$ cat src/rtl/multicycle_control_fsm_if.sv
// multicycle_control_fsm_if: control bundle between the sequencer and the multi-cycle datapath/memory
interface multicycle_control_fsm_if #(
    parameter int INSTR_WIDTH = 32
);
    logic [INSTR_WIDTH-1:0] instr_i;
    logic                   zero_i;
    logic                   mem_ready_i;
    logic                   mem_req_o;
    logic                   MemWrite_o;
    logic                   AdrSrc_o;
    logic                   IRWrite_o;
    logic                   PCWrite_o;
    logic                   RegWrite_o;
    logic [1:0]             ResultSrc_o;
    logic [1:0]             ALUSrcA_o;
    logic [1:0]             ALUSrcB_o;
    logic [2:0]             ALUControl_o;
    logic [1:0]             ImmSrc_o;
    logic                   instr_done_o;
    logic                   illegal_o;

    modport master (
        input  instr_i, zero_i, mem_ready_i,
        output mem_req_o, MemWrite_o, AdrSrc_o, IRWrite_o, PCWrite_o, RegWrite_o,
               ResultSrc_o, ALUSrcA_o, ALUSrcB_o, ALUControl_o, ImmSrc_o,
               instr_done_o, illegal_o
    );

    modport slave (
        output instr_i, zero_i, mem_ready_i,
        input  mem_req_o, MemWrite_o, AdrSrc_o, IRWrite_o, PCWrite_o, RegWrite_o,
               ResultSrc_o, ALUSrcA_o, ALUSrcB_o, ALUControl_o, ImmSrc_o,
               instr_done_o, illegal_o
    );
endinterface

$ cat src/rtl/multicycle_control_fsm.sv
// multicycle_control_fsm: Fetch/Decode/Execute/Memory/Writeback sequencer for a multi-cycle RV32I core
module multicycle_control_fsm #(
    parameter int INSTR_WIDTH = 32
) (
    input logic                    clk,
    input logic                    rst,
    multicycle_control_fsm_if.master bus
);
    typedef enum logic [3:0] {
        FETCH, DECODE, MEMADR, MEMREAD, MEMWB, MEMWRITE, EXECR, EXECI, ALUWB, BEQ, JAL
    } state_t;

    state_t     state_q, state_d;
    logic [6:0] opcode;
    logic [2:0] funct3;
    logic       funct7_5;
    logic       unused_bits;
    logic       mem_ready, zero;
    logic       mem_req, mem_write, adr_src, ir_write, pc_write, reg_write, done, illegal;
    logic [1:0] result_src, src_a, src_b, alu_op, imm_src;
    logic [2:0] alu_ctrl;

    assign opcode      = bus.instr_i[6:0];
    assign funct3      = bus.instr_i[14:12];
    assign funct7_5    = bus.instr_i[30];
    assign unused_bits = ^{bus.instr_i[INSTR_WIDTH-1:31], bus.instr_i[29:15], bus.instr_i[11:7]};
    assign mem_ready   = bus.mem_ready_i;
    assign zero        = bus.zero_i;

    // State register; reset aborts any in-flight instruction back to FETCH
    always_ff @(posedge clk or posedge rst) begin
        if (rst) state_q <= FETCH;
        else     state_q <= state_d;
    end

    // Next state and per-state controls; enables are held off while reset is asserted
    always_comb begin
        state_d    = state_q;
        mem_req    = 1'b0;
        mem_write  = 1'b0;
        adr_src    = 1'b0;
        ir_write   = 1'b0;
        pc_write   = 1'b0;
        reg_write  = 1'b0;
        done       = 1'b0;
        illegal    = 1'b0;
        result_src = 2'b00;
        src_a      = 2'b00;
        src_b      = 2'b00;
        alu_op     = 2'b00;
        case (state_q)
            FETCH: begin
                mem_req    = 1'b1;
                src_b      = 2'b10;
                result_src = 2'b10;
                ir_write   = mem_ready;
                pc_write   = mem_ready;
                state_d    = mem_ready ? DECODE : FETCH;
            end
            DECODE: begin
                src_a = 2'b01;
                src_b = 2'b01;
                case (opcode)
                    7'b0000011, 7'b0100011: state_d = MEMADR;
                    7'b0110011:             state_d = EXECR;
                    7'b0010011:             state_d = EXECI;
                    7'b1100011:             state_d = BEQ;
                    7'b1101111:             state_d = JAL;
                    default: begin
                        state_d = FETCH;
                        illegal = 1'b1;
                        done    = 1'b1;
                    end
                endcase
            end
            MEMADR: begin
                src_a   = 2'b10;
                src_b   = 2'b01;
                state_d = opcode[5] ? MEMWRITE : MEMREAD;
            end
            MEMREAD: begin
                mem_req = 1'b1;
                adr_src = 1'b1;
                state_d = mem_ready ? MEMWB : MEMREAD;
            end
            MEMWB: begin
                result_src = 2'b01;
                reg_write  = 1'b1;
                done       = 1'b1;
                state_d    = FETCH;
            end
            MEMWRITE: begin
                mem_req   = 1'b1;
                adr_src   = 1'b1;
                mem_write = 1'b1;
                done      = mem_ready;
                state_d   = mem_ready ? FETCH : MEMWRITE;
            end
            EXECR: begin
                src_a   = 2'b10;
                alu_op  = 2'b10;
                state_d = ALUWB;
            end
            EXECI: begin
                src_a   = 2'b10;
                src_b   = 2'b01;
                alu_op  = 2'b10;
                state_d = ALUWB;
            end
            ALUWB: begin
                reg_write = 1'b1;
                done      = 1'b1;
                state_d   = FETCH;
            end
            BEQ: begin
                src_a    = 2'b10;
                alu_op   = 2'b01;
                pc_write = zero;
                done     = 1'b1;
                state_d  = FETCH;
            end
            JAL: begin
                src_a     = 2'b01;
                src_b     = 2'b10;
                pc_write  = 1'b1;
                reg_write = 1'b1;
                done      = 1'b1;
                state_d   = FETCH;
            end
            default: state_d = FETCH;
        endcase
        if (rst) begin
            mem_req   = 1'b0;
            mem_write = 1'b0;
            ir_write  = 1'b0;
            pc_write  = 1'b0;
            reg_write = 1'b0;
            done      = 1'b0;
            illegal   = 1'b0;
        end
    end

    // ALU operation: fixed add/sub, or decoded from funct3/funct7 (sub only for R-type)
    always_comb begin
        alu_ctrl = 3'b000;
        if (alu_op == 2'b01) alu_ctrl = 3'b001;
        else if (alu_op == 2'b10)
            alu_ctrl = (funct3 == 3'b000) ? ((opcode[5] & funct7_5) ? 3'b001 : 3'b000) :
                       (funct3 == 3'b010) ? 3'b101 :
                       (funct3 == 3'b110) ? 3'b011 :
                       (funct3 == 3'b111) ? 3'b010 : 3'b000;
    end

    // Immediate format straight from the opcode
    always_comb begin
        imm_src = (opcode == 7'b0100011) ? 2'b01 :
                  (opcode == 7'b1100011) ? 2'b10 :
                  (opcode == 7'b1101111) ? 2'b11 : 2'b00;
    end

    assign bus.mem_req_o    = mem_req;
    assign bus.MemWrite_o   = mem_write;
    assign bus.AdrSrc_o     = adr_src;
    assign bus.IRWrite_o    = ir_write;
    assign bus.PCWrite_o    = pc_write;
    assign bus.RegWrite_o   = reg_write;
    assign bus.ResultSrc_o  = result_src;
    assign bus.ALUSrcA_o    = src_a;
    assign bus.ALUSrcB_o    = src_b;
    assign bus.ALUControl_o = alu_ctrl;
    assign bus.ImmSrc_o     = imm_src;
    assign bus.instr_done_o = done;
    assign bus.illegal_o    = illegal;
endmodule

$ cat src/flat_wrapper.sv
// flat-port wrapper written by rule: the top's interface ports become plain ports
module multicycle_control_fsm_flat 
#(
    parameter int INSTR_WIDTH = 32
)
  (clk, rst, bus_instr_i, bus_zero_i, bus_mem_ready_i, bus_mem_req_o, bus_MemWrite_o, bus_AdrSrc_o, bus_IRWrite_o, bus_PCWrite_o, bus_RegWrite_o, bus_ResultSrc_o, bus_ALUSrcA_o, bus_ALUSrcB_o, bus_ALUControl_o, bus_ImmSrc_o, bus_instr_done_o, bus_illegal_o);
  multicycle_control_fsm_if #(.INSTR_WIDTH(INSTR_WIDTH)) bus_i ();
  input logic clk;
  input logic rst;
  input wire logic [$bits(bus_i.instr_i)-1:0] bus_instr_i;
  input wire logic [$bits(bus_i.zero_i)-1:0] bus_zero_i;
  input wire logic [$bits(bus_i.mem_ready_i)-1:0] bus_mem_ready_i;
  output wire logic [$bits(bus_i.mem_req_o)-1:0] bus_mem_req_o;
  output wire logic [$bits(bus_i.MemWrite_o)-1:0] bus_MemWrite_o;
  output wire logic [$bits(bus_i.AdrSrc_o)-1:0] bus_AdrSrc_o;
  output wire logic [$bits(bus_i.IRWrite_o)-1:0] bus_IRWrite_o;
  output wire logic [$bits(bus_i.PCWrite_o)-1:0] bus_PCWrite_o;
  output wire logic [$bits(bus_i.RegWrite_o)-1:0] bus_RegWrite_o;
  output wire logic [$bits(bus_i.ResultSrc_o)-1:0] bus_ResultSrc_o;
  output wire logic [$bits(bus_i.ALUSrcA_o)-1:0] bus_ALUSrcA_o;
  output wire logic [$bits(bus_i.ALUSrcB_o)-1:0] bus_ALUSrcB_o;
  output wire logic [$bits(bus_i.ALUControl_o)-1:0] bus_ALUControl_o;
  output wire logic [$bits(bus_i.ImmSrc_o)-1:0] bus_ImmSrc_o;
  output wire logic [$bits(bus_i.instr_done_o)-1:0] bus_instr_done_o;
  output wire logic [$bits(bus_i.illegal_o)-1:0] bus_illegal_o;
  assign bus_i.instr_i = bus_instr_i;
  assign bus_i.zero_i = bus_zero_i;
  assign bus_i.mem_ready_i = bus_mem_ready_i;
  assign bus_mem_req_o = bus_i.mem_req_o;
  assign bus_MemWrite_o = bus_i.MemWrite_o;
  assign bus_AdrSrc_o = bus_i.AdrSrc_o;
  assign bus_IRWrite_o = bus_i.IRWrite_o;
  assign bus_PCWrite_o = bus_i.PCWrite_o;
  assign bus_RegWrite_o = bus_i.RegWrite_o;
  assign bus_ResultSrc_o = bus_i.ResultSrc_o;
  assign bus_ALUSrcA_o = bus_i.ALUSrcA_o;
  assign bus_ALUSrcB_o = bus_i.ALUSrcB_o;
  assign bus_ALUControl_o = bus_i.ALUControl_o;
  assign bus_ImmSrc_o = bus_i.ImmSrc_o;
  assign bus_instr_done_o = bus_i.instr_done_o;
  assign bus_illegal_o = bus_i.illegal_o;
  multicycle_control_fsm #(.INSTR_WIDTH(INSTR_WIDTH)) u_core (.clk(clk), .rst(rst), .bus(bus_i));
endmodule
$ cat config.mk
export PLATFORM = sky130hd
export DESIGN_NAME = multicycle_control_fsm_flat
export DESIGN_NICKNAME = d
export VERILOG_FILES = /design/src/rtl/multicycle_control_fsm_if.sv /design/src/rtl/multicycle_control_fsm.sv /design/src/flat_wrapper.sv
export SDC_FILE = /design/constraint.sdc
export NUM_CORES = 1
export LEC_CHECK = 0
export CORE_ASPECT_RATIO = 0.75
export CORE_UTILIZATION = 32
export CTS_BUF_LIST = sky130_fd_sc_hd__clkbuf_16
export CTS_CLUSTER_SIZE = 10
export DETAILED_ROUTE_END_ITERATION = 16
export PLACE_DENSITY = 0.84
export SLEW_MARGIN = 20
export SYNTH_ARGS = -nofsm -noshare
export SYNTH_HDL_FRONTEND = slang
export SYNTH_SLANG_ARGS = --single-unit
$ cat constraint.sdc
create_clock -name clk -period 2.73 [get_ports clk]
set_input_delay 0.4095 -clock clk [delete_from_list [all_inputs] [get_ports clk]]
set_output_delay 0.4095 -clock clk [all_outputs]
set_load 0.01 [all_outputs]
==> summary.md <==
| Metric | Value |
|---|---|
| Switch share | 25.5% |
| WL per Instance | 13.1 µm |
| Avg Cell Area, Syn | between 7 and 8 µm² |
| Row count | 12 |
| Commonest non-fill, non-tap cells in the layout | 32 x clkdlybuf4s50_1, 11 x nor2_1, 6 x nor3_1, 6 x buf_4 |
| # IOs | 55 |
| P&R area growth vs syn | 76.7% |
| Worst hold path type | in2async |
| Setup TNS | 0 ns |
| Post-DP HPWL | ~1300 µm |
| Max Clk Rate | 380 MHz |
| Largest net degree at the start of global routing | 21 |
| Num CTS Buffers | 3 |
| Vias post-DR | 755 |
| Final setup viols | 0 |
| Post-Syn Instances | 83 |
| Final-layout fill cell count | 154 |
| GPL Wtd Cong | 0.767 |
| Static Leak | 0.416 nW |
| Worst setup path startpoint | bus_instr_i[3] |
| Drt pass-1 iters | 4 |
| Leading cell type in the layout, fill and taps excluded | clkdlybuf4s50_1 |
| Initial antenna violation count | 0 |
| Clk slew on worst S/H paths | around 0.040 ns |
| Clock skew | between 0.005 and 0.006 ns |
| Post-synthesis register bit count | 4 |
| CP max-delay cell | clkdlybuf4s50_1 |
| Worst-skew pair later-pin latency | ~0.23 ns |
| Total gr overflow | 0 |
| Grt met3 use | between 4 and 5% |
| Async SR Flop Fraction | 100% |
| Sink Count | 4 |
| Routing usage on met2 | a little under two fifths |
| Multi-input logic area | 437 µm² |
| Die span in x | 51.4 µm |
| Sequential-to-total area share from yosys stat | between 10% and 20% |
| Initial core utilization | 36.8% |
| Slowest stage delay, CP | about 0.54 ns |
| Nets | 157 |
| First-pass GRT wire length | 3120 µm |
| CP Cell Sequence | clkdlybuf4s50_1, or2_2, a221oi_1, or4_1, nor2_1, clkdlybuf4s50_1 |
| R2r endpoint | u_core.state_q[2] |
| WS Path Type | in2out |
| Crit. End Element | primary output |
| Final Max Tran Viols | 0 |
| Inserted Diodes | 0 |
| Last element of the critical path | bus_illegal_o |
| CTS root buf | clkbuf_16 |
| RSZ-0062 raised after global routing | no |
| ANT nets after route | 0 |
| Seq pwr share | between 15 and 20% |
| H-Tree Depth | 1 |
| DRC Markers | 0 |
| Int Pwr | 0.000326 W |
| Tmin final | 2.63 ns |
| Largest register FFs | 4 |
| CP startpoint kind | primary input |
| Worst rel slew slack | 62.8% |
| Biggest register | u_core.state_q |
| Max VDD drop | 0.313 mV |
| Max Cap Viol | 0 |
| FF-to-FF path depth | 5 |
| IO Port Bufs | 33 |
| Outcome | completed |
| Fin crit share | 96.5% |
| CP arrival | 2.22 ns |
| WL final | 1840 µm |
| Comb pwr share | 30.0% |
| Reg2Reg Setup Slack | 1.30 ns |
| Gr busiest metal | met2 |
| Reg area | 100 µm² |
| Netlist Area Pre-Place | about 600 µm² |
| Hold_buf cts | 0 |
| Worst reg2reg path startpoint | u_core.state_q[0] |
| Core area | 0.00159 mm² |
| Ys Warns | 0 |
| Hold Fails Final Rpt | 0 |
| CTS tree | built |
| Pwr dens | approximately 420 mW/mm² |
| Initial DRC count | 21 |
| Top_reg_cell synth | dfrtp_1 |
| Most common cell type on the critical path | clkdlybuf4s50_1 |
| Die footprint | roughly 0.0020 mm² |
| CP Max Fanout | 4 |
| CP required | 2.32 ns |
| Vias in the first global route | 710 |
| Routed vias/inst | about 5.4 |
| Die height | 39.0 µm |
| Global Route Usage Sum | around 21% |
| Post-synth EDFFs | 0 |
| Syn nets | roughly 120 |
| Clock network power share | 54.1% |
| Top flop regs | u_core.state_q x4 |
| WHS | 0.582 ns |
| Longest Clk Path Bufs | 2 |
| Synth unique cells | 35 |
| Transition time of the tightest slew-check pin | 0.558 ns |
| Sw Pwr | 0.000111 W |
| GR Util met1 | 24.8% |
| Layout cell share with drive strength beyond 1 | between 10% and 20% |
==> per-layer routing <==
layer	share of wire (%)	routed length, µm
met5	0	0
met4	2.0	36
met2	46	842
met1	46	835
met3	6.5	120
==> cell usage after synthesis (2+ instances only) <==
cell,n,area (µm²)
a211oi_1,2,15.0
a31oi_1,3,18.8
buf_2,6,30.0
dfrtp_1,4,100
inv_1,5,18.8
mux2i_1,3,30.0
nand2_1,3,11.3
nand2b_1,5,31.3
nand3_1,2,10.0
nand3b_1,3,22.5
nor2_1,11,41.3
nor3_1,6,30.0
nor3b_1,4,30.0
nor4_1,3,18.8
o21ai_0,2,10.0
xnor2_1,2,17.5
==> worst min-delay path by stage <==
stage / end / slack [ns] / cells after the start
floorplan: u_core.state_q[0] / 0.18 / 1
global placement: u_core.state_q[3] / 0.63 / 2
detailed placement: u_core.state_q[3] / 0.63 / 2
CTS: u_core.state_q[3] / 0.59 / 2
global route: u_core.state_q[3] / 0.62 / 2
finish: u_core.state_q[3] / 0.58 / 2
==> final cells by class <==
cell class | count | area share (%)
Tap cell | 21 | 2.54
Clock buffer | 3 | 7.26
Sequential cell | 4 | 9.67
Multi-Input combinational cell | 68 | 42.2
Timing Repair Buffer | 39 | 36.5
Inverter | 5 | 1.81
==> power groups by stage <==
stage / registers (W) / clock network (W) / logic (W)
after floorplan: 0.0000660 / 0 / 0.0000632
after global placement: 0.0000696 / 0 / 0.000127
after detailed placement: 0.0000697 / 0 / 0.000130
after CTS: 0.0000693 / 0.000236 / 0.000131
after global routing: 0.0000705 / 0.000241 / 0.000143
final: 0.0000697 / 0.000236 / 0.000131
==> cells by family after synthesis <==
group / synth area share (%)
buffers and inverters: 8.33
AND/OR/NAND/NOR: 42.7
XOR/XNOR: 4.49
multiplexers: 5.13
flip-flops: 17.1
AO/OA/AOI/OAI: 22.2
==> what timing repair did <==
action	in CTS	in global routing
setup buffers	0	0
endpoints found under the setup margin	0	1
resized for setup	0	1
==> worst max-delay path: cells and delay by family <==
| family | cells | cell delay (ns) |
|---|---|---|
| and+or+nand+nor | 3 | 0.69 |
| AOI/OAI and AO/OA | 1 | 0.07 |
| buffers and inverters | 2 | 1.05 |
==> stage by stage <==
| stage | setup slack, ns | total power (W) | util, % | instances | cell area, µm² |
|---|---|---|---|---|---|
| finish | 0.0959 | 0.000437 | 65.0 | 140 | 1030 |
| global route | 0.0167 | 0.000454 | 65.0 | 140 | 1030 |
| CTS | 0.00256 | 0.000437 | 64.9 | 140 | 1030 |
| detailed placement | 0.0200 | 0.000200 | 60.1 | 137 | 957 |
| global placement | 0.0567 | 0.000196 | 60.1 | 137 | 957 |
| floorplan | 0.943 | 0.000129 | - | 83 | 586 |
Power figures use the tool's default switching activity.
